==> config.mk <==
export PLATFORM = sky130hd
export DESIGN_NAME = clk_oe_sequencer
export DESIGN_NICKNAME = d
export VERILOG_FILES = /design/src/rtl/clk_oe_sequencer.sv
export SDC_FILE = /design/constraint.sdc
export NUM_CORES = 1
export LEC_CHECK = 0
export BUFFER_PORTS_ARGS = -buffer_cell sky130_fd_sc_hd__buf_2
export CAP_MARGIN = 0
export CORE_MARGIN = 4
export CORE_UTILIZATION = 45
export CTS_CLUSTER_DIAMETER = 120
export DETAILED_ROUTE_END_ITERATION = 16
export PLACE_DENSITY = 0.64
export REMOVE_ABC_BUFFERS = 1
export SYNTH_ARGS = -nofsm -noshare
export SYNTH_HDL_FRONTEND = slang
export SYNTH_SLANG_ARGS = --single-unit
==> constraint.sdc <==
create_clock -name iClk -period 3 [get_ports iClk]
set_clock_uncertainty 0.15 [all_clocks]
set_input_delay 0.15 -clock iClk [delete_from_list [all_inputs] [get_ports iClk]]
set_output_delay 0.15 -clock iClk [all_outputs]
set_load 0.01 [all_outputs]
==> src/rtl/clk_oe_sequencer.sv <==
// Sequences the active-low PLD clock and CPU BCLK5 buffer enables on and off behind main VR / PCH power-good.
// Latency: PLD_DLY edges to PLD OE, +BCLK_DLY to BCLK5 OE. No backpressure; pwrok is a level input.
module clk_oe_sequencer #(
    parameter logic [15:0] PLD_DLY  = 16'd4,
    parameter logic [15:0] BCLK_DLY = 16'd3,
    parameter logic [15:0] OFF_DLY  = 16'd2
) (
    input  logic       iClk,
    input  logic       iRst_n,
    input  logic       iMainVRPwrgd,
    input  logic       PWRGD_PCH_PWROK,
    input  logic       iMCP_EN_CLK,
    output logic       FM_PLD_CLKS_OE_N,
    output logic       FM_CPU_BCLK5_OE_N,
    output logic       oClkSeqDone,
    output logic       oClkSeqFault,
    output logic [2:0] oState
);

    typedef enum logic [2:0] {
        ST_OFF       = 3'd0,
        ST_PLD_WAIT  = 3'd1,
        ST_BCLK_WAIT = 3'd2,
        ST_ON        = 3'd3,
        ST_BCLK_OFF  = 3'd4
    } state_t;

    state_t      state_q, state_d;
    logic [15:0] cnt_q, cnt_d;
    logic        pld_oe_n_q, pld_oe_n_d;
    logic        bclk_oe_n_q, bclk_oe_n_d;
    logic        done_q, done_d;
    logic        fault_q, fault_d;
    logic        pwrok;

    assign pwrok = iMainVRPwrgd && PWRGD_PCH_PWROK;

    always_ff @(posedge iClk) begin
        if (!iRst_n) begin
            state_q     <= ST_OFF;
            cnt_q       <= 16'd0;
            pld_oe_n_q  <= 1'b1;
            bclk_oe_n_q <= 1'b1;
            done_q      <= 1'b0;
            fault_q     <= 1'b0;
        end else begin
            state_q     <= state_d;
            cnt_q       <= cnt_d;
            pld_oe_n_q  <= pld_oe_n_d;
            bclk_oe_n_q <= bclk_oe_n_d;
            done_q      <= done_d;
            fault_q     <= fault_d;
        end
    end

    always_comb begin
        state_d     = state_q;
        cnt_d       = cnt_q;
        pld_oe_n_d  = pld_oe_n_q;
        bclk_oe_n_d = bclk_oe_n_q;
        fault_d     = fault_q;
        case (state_q)
            ST_OFF: begin
                pld_oe_n_d  = 1'b1;
                bclk_oe_n_d = 1'b1;
                if (pwrok) begin
                    state_d = ST_PLD_WAIT;
                    cnt_d   = PLD_DLY - 16'd1;
                    fault_d = 1'b0;
                end
            end
            ST_PLD_WAIT: begin
                if (!pwrok) begin
                    state_d = ST_OFF;
                    fault_d = 1'b1;
                end else if (cnt_q != 16'd0) begin
                    cnt_d = cnt_q - 16'd1;
                end else begin
                    state_d    = ST_BCLK_WAIT;
                    pld_oe_n_d = 1'b0;
                    cnt_d      = BCLK_DLY - 16'd1;
                end
            end
            ST_BCLK_WAIT: begin
                if (!pwrok) begin
                    state_d     = ST_BCLK_OFF;
                    fault_d     = 1'b1;
                    bclk_oe_n_d = 1'b1;
                    cnt_d       = OFF_DLY - 16'd1;
                end else if (cnt_q != 16'd0) begin
                    cnt_d = cnt_q - 16'd1;
                end else begin
                    state_d     = ST_ON;
                    bclk_oe_n_d = !iMCP_EN_CLK;
                end
            end
            ST_ON: begin
                bclk_oe_n_d = !iMCP_EN_CLK;
                // Orderly power loss after full sequencing is not a fault.
                if (!pwrok) begin
                    state_d     = ST_BCLK_OFF;
                    bclk_oe_n_d = 1'b1;
                    cnt_d       = OFF_DLY - 16'd1;
                end
            end
            ST_BCLK_OFF: begin
                bclk_oe_n_d = 1'b1;
                if (cnt_q != 16'd0) begin
                    cnt_d = cnt_q - 16'd1;
                end else begin
                    state_d    = ST_OFF;
                    pld_oe_n_d = 1'b1;
                end
            end
            default: begin
                state_d     = ST_OFF;
                pld_oe_n_d  = 1'b1;
                bclk_oe_n_d = 1'b1;
            end
        endcase
        done_d = (state_d == ST_ON);
    end

    assign FM_PLD_CLKS_OE_N  = pld_oe_n_q;
    assign FM_CPU_BCLK5_OE_N = bclk_oe_n_q;
    assign oClkSeqDone       = done_q;
    assign oClkSeqFault      = fault_q;
    assign oState            = state_q;

endmodule
* Yosys cells after proc, flatten, opt, wreduce, memory -nomap -nowiden *
Cells that the tools add are included.

storage, ports and cells
  bits in registers = 23
  latch bits = 0
  RAM bits = 0
  bits in read-only memories = 0
  input bits = 5
  output and inout bits = 7
  word-level logic and storage cells = 59
  memories = 0

operators by class
  add/subtract/negate cells = 1
  $mul = 0
  div/mod/pow operators = 0
  magnitude comparators = 0
  equality and inequality tests = 12
  shift operators = 0
  muxes and demuxes = 26
  bitwise operators = 2
  reductions and logical operators = 12

operators with widths
  cell                                                 number
  2-to-1 mux 16 bit                                    6
  one-hot mux 16 bit (5 select lines)                  1
  2-to-1 mux 3 bit                                     7
  nonzero test 16 bit                                  1
  subtractor 16 x 1 -> 16 bit (second input constant)  1
  one-hot mux 3 bit (5 select lines)                   1
  != test 2 bit (second input constant)                6
  == test 3 x 2 -> 1 bit (second input constant)       3
  2-to-1 mux 1 bit                                     8
  AND reduction 4 bit                                  2
  one-hot mux 1 bit (3 select lines)                   2
  nonzero test 5 bit                                   1
  OR reduction 2 bit                                   2
  == test 3 x 1 -> 1 bit (second input constant)       1
  == test 3 bit (second input constant)                1
  logical NOT 3 bit                                    1
  != test 3 bit (second input constant)                1
  AND reduction 3 bit                                  1
  inverter 1 bit                                       2
  one-hot mux 1 bit (2 select lines)                   1
  AND reduction 2 bit                                  1
  nonzero test 2 bit                                   1
  logical AND 1 bit                                    1
  logical NOT 1 bit                                    1

* Depth between registers and ports, before layout *
Gate-level depths: netlist of the first run.

  depth in word-level cells = 5
  mapped depth = 10
  gate-level depth less buffers = 9

* Worst setup path after synthesis of the first run *
OpenSTA, ideal clock, no wires.

  path kind = register -> register
  start point = register cnt_q[0]
  end point = register bclk_oe_n_q (netlist: FM_CPU_BCLK5_OE_N)
  setup time = 134 ps
  arrival time = 2,218 ps
  required time = 2,716 ps
  setup slack = 497 ps
  cell stages (with the launch flop) = 9
  path buffers = 2
  cells stage by stage = dfxtp_1 -> inv_1 -> ha_1 -> or4b_1 -> buf_2 -> or4_4 -> buf_6 -> a2111oi_0 -> a31oi_1

between the ends
  longest elaborated chain between the ends = 3

RTL lines
  item                           RTL line  text
  start, declared                29        logic [15:0] cnt_q, cnt_d;
  start signal, assigned         48        cnt_q <= cnt_d;
  nonzero test 16 bit            90        end else if (cnt_q != 16'd0) begin
  != test 3 bit (no line)        n/a
  AND reduction 2 bit (no line)  n/a
  end signal, assigned           50        bclk_oe_n_q <= bclk_oe_n_d;
  end, declared                  31        logic bclk_oe_n_q, bclk_oe_n_d;

No other way between the ends.
A chain may end at the register's enable or synchronous reset.

* Final worst setup path of the first run *
  start point = register cnt_q[0]
  end point = register cnt_q[1]

between the ends
  longest elaborated chain between the ends = 4

RTL lines
  item                                                                       RTL line     text
  subtractor 16 x 1 -> 16 bit / nonzero test 16 bit (equally long branches)  n/a
  2-to-1 mux 16 bit, on equally long branches                                90, 108, 76
  2-to-1 mux 16 bit, on equally long branches                                85, 73
  one-hot mux 16 bit (5 select lines) (*)                                    62           case (state_q)

Every way passes the cells marked *; elsewhere a longest branch is shown, timed or not. The select of a mux whose other input is x is not followed.

==> flow_summary.toml, run 1 <==
[floorplanning]
die_h_um = 60.8
die-width_um = 60.8
num_rows = 18
start_util_pct = 48.9
io_pins = 12
core_mm2 = 0.00257
die-area_mm2 = 0.00370

[logic_synthesis]
syn_area_mm2 = 0.00126
synth_top_family_by_area = "simple AND/OR/NAND/NOR gates"
syn-instance-count = 156
avgSynthCellArea_um2 = 8.05
ys_seq_area_share_pct = 36.7
synth_warnings = 0
synth_cell_types = 39
synthSimpleGateAreaFrac_pct = 33.7
synthAdderAreaFrac_pct = 1.99
synth_seq_cells = 23
yosysTopAreaCell = "dfxtp_1"
yosys.area.top_type_share_pct = 36.7
synth_mux_area_share_pct = 0
synth-xor-area-share_pct = 8.37
synth.area.top_cells = "dfxtp_1 (37%), nor2_1 (6.9%), xor2_1 (4.9%)"
synth_compound_area_share_pct = 14.2

[worst_setup_path]
worstPathRequired_ns = 3.07
critical_path_arrival_ns = 2.71
path_class = "reg2reg"
path_max_fanout = 9
start_kind = "register"
end_kind = "register"

[layout]
drive_above_1_share_pct = 12.1
layout.cells.non_filler = 195
nNetsFinal = 173
n_antenna_cell = 0
syn_to_final_growth_pct = 7.57
design_area_mm2 = 0.00135

[power_and_ir_drop]
clkPwrFrac_pct = 18.5
pwr-share-seq_pct = 45.5
ir_drop_v = 0.000388
comb_power_share_pct = 36.0
p_leak_nw = 0.504
power.density_mw_per_mm2 = 562
p_sw_share_pct = 35.6
intPower_uw = 489
switchingPower_uw = 270

[routing]
drt-total-wl_um = 2590
ant_nets = 0
first_pass_iters = 4
drc = 0
first_iter_violations = 45
num_vias = 1111
wire_per_inst_um = 13.3
routed_via_density = 5.70

[clock_tree]
path_clk_slew_ns = 0.13
clock_path_buffers = 2
clock_tree.root_cell = "clkbuf_4"
cts.sink_count = 23
insertion_delay_ns = 0.30
post-cts-setup-buffers = 0
tritoncts = "yes"
cts_buffers = 3
htree_levels = 1

[min_path]
hp-class = "in2reg"

[placed_design]
place.gp.congestion = 0.790
post-dp-hpwl_um = 1940
place_inst = 190
placed_area_mm2 = 0.00132
io_buffer_count = 11

[timing]
fin_setup_tns_ns = 0
setup_viol = 0
tightest_slew_ns = 0.507
finalCritPeriodShare_pct = 88.0
fin_crit_ns = 2.64
maxSlewViolCount = 0
final_hold_viol_count = 0
rsz0062_at_grt = "false"
fmax_ghz = 0.379
max_slew_margin_pct = 66.1

[grt]
overflow = 0
antenna_found_initial = 0
grt_max_degree = 17
grt_pass1_wl_um = 4580
first_global_vias = 1009
grt_usage_pct = 16.3

[status]
status = "complete, no violations"

[flow_run]
drv_cap = 0
## cell families after synthesis
logic type                 Yosys count
buffers and inverters               13
adders and majority gates            2
xor gates and xnor gates            12
and+or+nand+nor                     78
AOI/OAI and AO/OA                   28
DFF                                 23
## power groups by stage
stage / Combinational [mW] / Clock (mW) / Sequential, mW
5_1_grt: 0.309 / 0.165 / 0.350
4_1_cts: 0.274 / 0.148 / 0.345
6_report: 0.273 / 0.141 / 0.345
3_5_place_dp: 0.272 / 0 / 0.352
3_3_place_gp: 0.272 / 0 / 0.352
2_1_floorplan: 0.207 / 0 / 0.348
## state kept, by name, summed over array words and instances (netlist names)
register           flops
cnt_q                 16
oState                 3
FM_CPU_BCLK5_OE_N      1
FM_PLD_CLKS_OE_N       1
oClkSeqDone            1
oClkSeqFault           1
## Yosys cell counts, drive strengths merged
library cell  count
nand2b            1
nor2b             1
a211oi            3
ha                2
a221oi            1
a31o              1
or4b              1
xnor2             5
nor3              7
or2               1
nand3             6
and2              2
a21oi             8
nand2             9
o22ai             1
a211o             1
clkbuf            4
a311oi            1
or4               5
o211ai            2
a21boi            1
xor2              7
nand3b            2
o21ai             6
nor4              8
inv               4
nor2             23
a2111oi           1
dfxtp            23
a31oi             1
nand4             3
o31ai             1
or3               5
nand4b            4
buf               5
## routing by layer
layer	track usage [%]	part of all wire, %
met1	22.9	51
met2	25.3	44
met4	4.64	0.73
met5	0	0
met3	3.19	4.4
## path summary, 6_finish.rpt
check,start,end,slack [ns],depth (start not counted)
worst max-delay path,cnt_q[0],cnt_q[1],0.36,7
worst min-delay path,iMCP_EN_CLK,FM_CPU_BCLK5_OE_N,0.07,4
worst max register to register,cnt_q[0],cnt_q[1],0.36,7
worst min register to register,cnt_q[7],cnt_q[7],0.33,2
## layout make-up
| class | instances | area (um^2) |
|---|---|---|
| fillers | 256 | 1220 |
| clock buffers | 4 | 26.3 |
| flip-flops and latches | 23 | 460 |
| repair buffers | 14 | 80.1 |
| inverters | 4 | 15.0 |
| multi-input cells | 120 | 732 |
| well taps | 30 | 37.5 |
## repair_timing
action                     in CTS  in global routing
resized for setup               0                  0
hold buffers                    1                  0
setup endpoints to repair       0                  0
hold endpoints to repair        2                  0
## placed cells by master (no fill, tap or decap), types with 2 or more instances in the layout
master,Yosys,final
nand2_1,9,9
nand4b_1,4,4
clkbuf_4,0,3
or4_1,4,4
inv_1,4,4
nand3b_1,2,2
nor3_1,6,6
buf_4,1,2
nand4_1,3,3
dfxtp_1,23,23
and2_1,2,2
a21oi_1,8,8
nor2_1,23,23
or3_1,5,5
o211ai_1,2,2
o21ai_0,6,6
nand3_1,6,6
xnor2_1,5,5
ha_1,2,2
buf_2,3,11
nor4_1,8,8
a211oi_1,3,3
xor2_1,7,7
## metrics by stage
step	setup WS (ns)	power [mW]	hold slack [ns]	utilization [%]
after floorplan	0.525	0.555	0.0762	-
after global placement	0.422	0.624	0.279	51.2
after detailed placement	0.384	0.624	0.279	51.2
after CTS	0.354	0.767	0.0520	52.6
after global routing	0.166	0.824	0.0813	52.6
final	0.361	0.759	0.0700	52.6
## critical path: stages, from the launching register on
cell      delay, ns
dfxtp_1        0.35
inv_1          0.10
ha_1           0.19
or4b_1         0.59
or4_4          0.66
nor3_2         0.18
nor4_1         0.08
a311oi_1       0.27
(Power assumes the default switching activity.)
==> run 2, diff against run 1 <==
--- a/config.mk
+++ b/config.mk
@@ -5,6 +5,7 @@
 export SDC_FILE = /design/constraint.sdc
 export NUM_CORES = 1
 export LEC_CHECK = 0
+export ABC_AREA = 1
 export BUFFER_PORTS_ARGS = -buffer_cell sky130_fd_sc_hd__buf_2
 export CAP_MARGIN = 0
 export CORE_MARGIN = 4
==> flow_summary.toml, run 2 <==
[status]
status = "complete, no violations"

[logic_synthesis]
yosysTopAreaCell = "dfxtp_1"
synthFlopType = "dfxtp_1"
yosysMostFrequentCell = "nand2_1"
syn_area_mm2 = 0.00128
synth_edf_count = 0
syn-instance-count = 199
yosys.area.top_type_share_pct = 35.9
synth_cell_types = 23
netlist_top_cells_count = "nand2_1 (43), inv_1 (33), nor2_1 (32)"
synth_seq_cells = 23
synth_warnings = 0
ys_seq_area_share_pct = 35.9
ys_async_sr_fraction_pct = 0
avgSynthCellArea_um2 = 6.44
synth.area.top_cells = "dfxtp_1 (36%), nand2_1 (13%), inv_1 (9.7%)"

[grt]
grt_usage_pct = 16.8
grt_max_degree = 14
busiest_layer = "met2"
first_global_vias = 1158
grtUsageMet1_pct = 20.7
grt_pass1_wl_um = 4790
grt_util_met2_pct = 29.3
antenna_found_initial = 0
overflow = 0
met3_usage_pct = 3.14

[layout]
largest_reg_flops = 16
regMostFlops = "cnt_q"
multi_input_area_um2 = 676
drive_above_1_share_pct = 12.1
final_cell_mix = "nand2_1 (43), inv_1 (33), nor2_1 (32), dfxtp_1 (23), nand3_1 (15)"
syn_to_final_growth_pct = 10.1
layout.cells.non_filler = 246
n_antenna_cell = 0
nNetsFinal = 223
n_fill_cell = 284
ff_latch_area_um2 = 460
final_common_cell = "nand2_1"

[timing]
finalCritPeriodShare_pct = 67.7
fmax_ghz = 0.493
final_hold_viol_count = 0
rsz0062_at_grt = "false"
setup_viol = 0
maxSlewViolCount = 0
fin_setup_tns_ns = 0
max_slew_margin_pct = 81.6
fin_crit_ns = 2.03
tightest_slew_ns = 0.275
fin_ws_ns = 0.970

[floorplanning]
core_mm2 = 0.00273
die-width_um = 61.4
die-area_mm2 = 0.00377
io_pins = 12
start_util_pct = 46.9
num_rows = 19
die_h_um = 61.4

[worst_setup_path]
reg2regPathDepth = 9
worstPathRequired_ns = 3.06
cp-endpoint = "cnt_q[0]"
r2r-start = "cnt_q[0]"
path_class = "reg2reg"
r2r-end = "cnt_q[0]"
ff2ff_setup_slack_ns = 0.97
start_kind = "register"
end_kind = "register"
startpoint = "cnt_q[0]"
critical_path_arrival_ns = 2.09
path_max_fanout = 12

[min_path]
hp-class = "in2reg"

[routing]
routed_via_density = 5.08
num_vias = 1250
first_iter_violations = 36
drt-total-wl_um = 2590
ant_nets = 0
first_pass_iters = 4
wire_per_inst_um = 10.5
drc = 0

[power_and_ir_drop]
power.density_mw_per_mm2 = 513
clkPwrFrac_pct = 19.9
switchingPower_uw = 267
pwr-share-seq_pct = 48.4
ir_drop_v = 0.000291
p_sw_share_pct = 36.9
p_leak_nw = 0.701
intPower_uw = 457
comb_power_share_pct = 31.8
p_total_uw = 724

[flow_run]
drv_cap = 0

[clock_tree]
path_clk_slew_ns = 0.13
cts_resized = 0
tritoncts = "yes"
clock_tree.root_cell = "clkbuf_4"
insertion_delay_ns = 0.31
clock_path_buffers = 2
cts_buffers = 3
htree_levels = 1
cts.sink_count = 23

[placed_design]
post-dp-hpwl_um = 2050
place.gp.congestion = 0.921
io_buffer_count = 11
place_inst = 240
dp_slack_ns = 0.970
run 2: area by class of cell:
| cell class | count | share of cell area (%) |
|---|---|---|
| Clock buffer | 3 | 1.59 |
| Clock inverter | 1 | 0.354 |
| Inverter | 36 | 9.57 |
| Multi-Input combinational cell | 139 | 47.8 |
| Sequential cell | 23 | 32.6 |
| Tap cell | 31 | 2.75 |
| Timing Repair Buffer | 13 | 5.31 |
run 2: worst min-delay path by stage:
stage                     cells past startpoint                 to       startpoint
after detailed placement                      2   FM_PLD_CLKS_OE_N           iRst_n
after CTS                                     4       oClkSeqFault     iMainVRPwrgd
after global placement                        2  FM_CPU_BCLK5_OE_N           iRst_n
after floorplan                               1  FM_CPU_BCLK5_OE_N           iRst_n
after global routing                          4       oClkSeqFault     iMainVRPwrgd
final                                         4       oClkSeqFault  PWRGD_PCH_PWROK
run 2: kinds of logic after synthesis:
family,share of synthesized area (%)
flops,35.9
simple gates,34.7
buf+inv,11.4
fa+ha+maj,1.95
compound gates,16.0
run 2: what timing repair did:
item / in CTS / in global routing
hold buffers: 2 / 0
hold endpoints to repair: 7 / 0
buffers inserted: 0 / 0
run 2: stage by stage:
step / instance area, um^2 / util (%) / hold slack (ns)
4_1_cts: 1410 / 51.7 / 0.0835
3_5_place_dp: 1370 / 49.9 / 0.280
2_1_floorplan: 1270 / - / 0.0986
6_report: 1410 / 51.7 / 0.0860
3_3_place_gp: 1370 / 49.9 / 0.282
5_1_grt: 1410 / 51.7 / 0.137
run 2: power by group through the flow:
stage	Combinational [mW]	Clock, mW	Sequential (mW)
finish	0.230	0.144	0.350
global placement	0.229	0	0.356
global route	0.276	0.160	0.354
floorplan	0.181	0	0.354
CTS	0.233	0.154	0.350
detailed placement	0.230	0	0.357
run 2: layer usage:
metal	vias up	share of wire [%]
li1	668	-
met3	5	2.1
met1	565	48
met4	0	1.5
met2	12	49
met5	-	0
run 2: worst max-delay path, stage by stage (launching register included):
cell and delay, ns:
dfxtp_1 0.36, inv_1 0.10, ha_1 0.19, nand2_1 0.10, nor2_2 0.14, nand3_2 0.23
ha_1 0.36, a21oi_1 0.04, a211oi_1 0.17, a21oi_1 0.09
==> run 3, diff against run 2 <==
==> constraint.sdc (replaced) <==
create_clock -name iClk -period 1.9 [get_ports iClk]
set_clock_uncertainty 0.15 [all_clocks]
set_input_delay 0.095 -clock iClk [delete_from_list [all_inputs] [get_ports iClk]]
set_output_delay 0.095 -clock iClk [all_outputs]
set_load 0.01 [all_outputs]
==> flow_summary.toml, run 3 (synthesis results as in run 2) <==
[status]
status = "complete, no violations"

[worst_setup_path]
ff2ff_setup_slack_ns = 0.14
path_class = "reg2reg"
startpoint = "oState[0]"
end_kind = "register"
r2r-end = "cnt_q[15]"
r2r-start = "oState[0]"
path_max_fanout = 8
start_kind = "register"
reg2regPathDepth = 9
critical_path_arrival_ns = 1.87
worstPathRequired_ns = 2.01

[placed_design]
io_buffer_count = 11
placed_area_mm2 = 0.00140
post-dp-hpwl_um = 2100
place.gp.congestion = 0.880

[grt]
met3_usage_pct = 2.73
overflow = 0
grt_util_met2_pct = 29.0
grt_pass1_wl_um = 4840
grt_max_degree = 14
grt_usage_pct = 16.8
grtUsageMet1_pct = 20.4
busiest_layer = "met2"
first_global_vias = 1205
antenna_found_initial = 0

[routing]
num_vias = 1257
routed_via_density = 4.99
ant_nets = 0
drc = 0
first_iter_violations = 48
wire_per_inst_um = 10.6
drt-total-wl_um = 2680
first_pass_iters = 4

[clock_tree]
clock_tree.root_cell = "clkbuf_4"
clock_path_buffers = 2
htree_levels = 1
cts_buffers = 3
path_clk_slew_ns = 0.12
cts.sink_count = 23
insertion_delay_ns = 0.31
tritoncts = "yes"

[floorplanning]
io_pins = 12
num_rows = 19
die_h_um = 61.4
die-width_um = 61.4
start_util_pct = 46.9
core_mm2 = 0.00273
die-area_mm2 = 0.00377

[timing]
tightest_slew_ns = 0.255
finalCritPeriodShare_pct = 92.9
hold_ws_ns = 0.0576
maxSlewViolCount = 0
final_hold_viol_count = 0
fin_setup_tns_ns = 0
fin_crit_ns = 1.76
fmax_ghz = 0.567
rsz0062_at_grt = "false"
setup_viol = 0
max_slew_margin_pct = 83.0

[layout]
n_fill_cell = 269
design_area_mm2 = 0.00151
syn_to_final_growth_pct = 18.0
largest_reg_flops = 16
final_common_cell = "nand2_1"
regMostFlops = "cnt_q"
final_util_pct = 55.3
n_antenna_cell = 0
ff_latch_area_um2 = 464
final_cell_mix = "nand2_1 (40), inv_1 (33), nor2_1 (29), dfxtp_1 (20), nand3_1 (15)"
drive_above_1_share_pct = 20.4
multi_input_area_um2 = 727
nNetsFinal = 229

[power_and_ir_drop]
p_leak_nw = 0.733
ir_drop_v = 0.000561
power.density_mw_per_mm2 = 815

[min_path]
hp-start = "PWRGD_PCH_PWROK"
hold_end = "oClkSeqFault"
hp-class = "in2reg"
hold_depth = 4

[flow_run]
drv_cap = 0
## run 3: changes by cell type in the layout (fill, tap and decap cells not counted), moves of 2 or more
cell,previous run,this run
dfxtp_1,23,20
buf_4,0,6
nor2_2,1,3
nand2_2,1,4
o21ai_0,13,11
nand2_1,43,40
dfxtp_2,0,3
o21ai_1,1,3
ha_1,2,0
nor2_1,32,29
## run 3: cell type report
cell class / count / share of cell area, %
Multi-Input combinational cell: 139 / 48.1
Inverter: 36 / 8.93
Sequential cell: 23 / 30.7
Timing Repair Buffer: 19 / 7.94
Tap cell: 31 / 2.56
Clock inverter: 1 / 0.331
Clock buffer: 3 / 1.49
## run 3: worst max path at each step
stage,to,slack (ns),cells after the start
2_1_floorplan,cnt_q[0],0.07,9
3_3_place_gp,cnt_q[0],0.12,9
3_5_place_dp,cnt_q[0],0.03,9
4_1_cts,cnt_q[4],0.002,9
5_1_grt,cnt_q[13],0.01,9
6_report,cnt_q[15],0.14,9
## run 3: metal layers
metal | wire length, um | part of all wire [%] | up-vias
met5 | 0 | 0 | -
met1 | 1250 | 47 | 559
met4 | 39 | 1.5 | 0
met3 | 55 | 2.1 | 5
met2 | 1330 | 50 | 18
li1 | - | - | 675
## run 3: report_power, final
part           switching (mW)  total, mW  internal [mW]  leakage [nW]
clock                   0.149      0.227         0.0786        0.0177
sequential             0.0300      0.552          0.522         0.188
combinational           0.280      0.453          0.173         0.527
## run 3: stage by stage
stage / instances / power (mW) / setup slack, ns
floorplan: 198 / 0.845 / 0.0701
global placement: 244 / 0.948 / 0.124
detailed placement: 244 / 0.950 / 0.0319
CTS: 250 / 1.18 / 0.00202
global route: 252 / 1.35 / 0.0101
finish: 252 / 1.23 / 0.135
## run 3: timing repair
item                       4_1_cts  5_1_grt
hold endpoints to repair         7        0
hold buffers                     2        0
setup buffers                    0        2
gates resized for setup          0       17
setup endpoints to repair        0       21
## run 3: critical path, cell delays in order (launching register included)
cell and delay [ns]:
dfxtp_1 0.46, nand3_2 0.15, nor2_4 0.16, nor2_4 0.08, inv_1 0.10, nor2_1 0.07
a21oi_4 0.26, buf_4 0.16, nand2_1 0.04, nor2_1 0.07
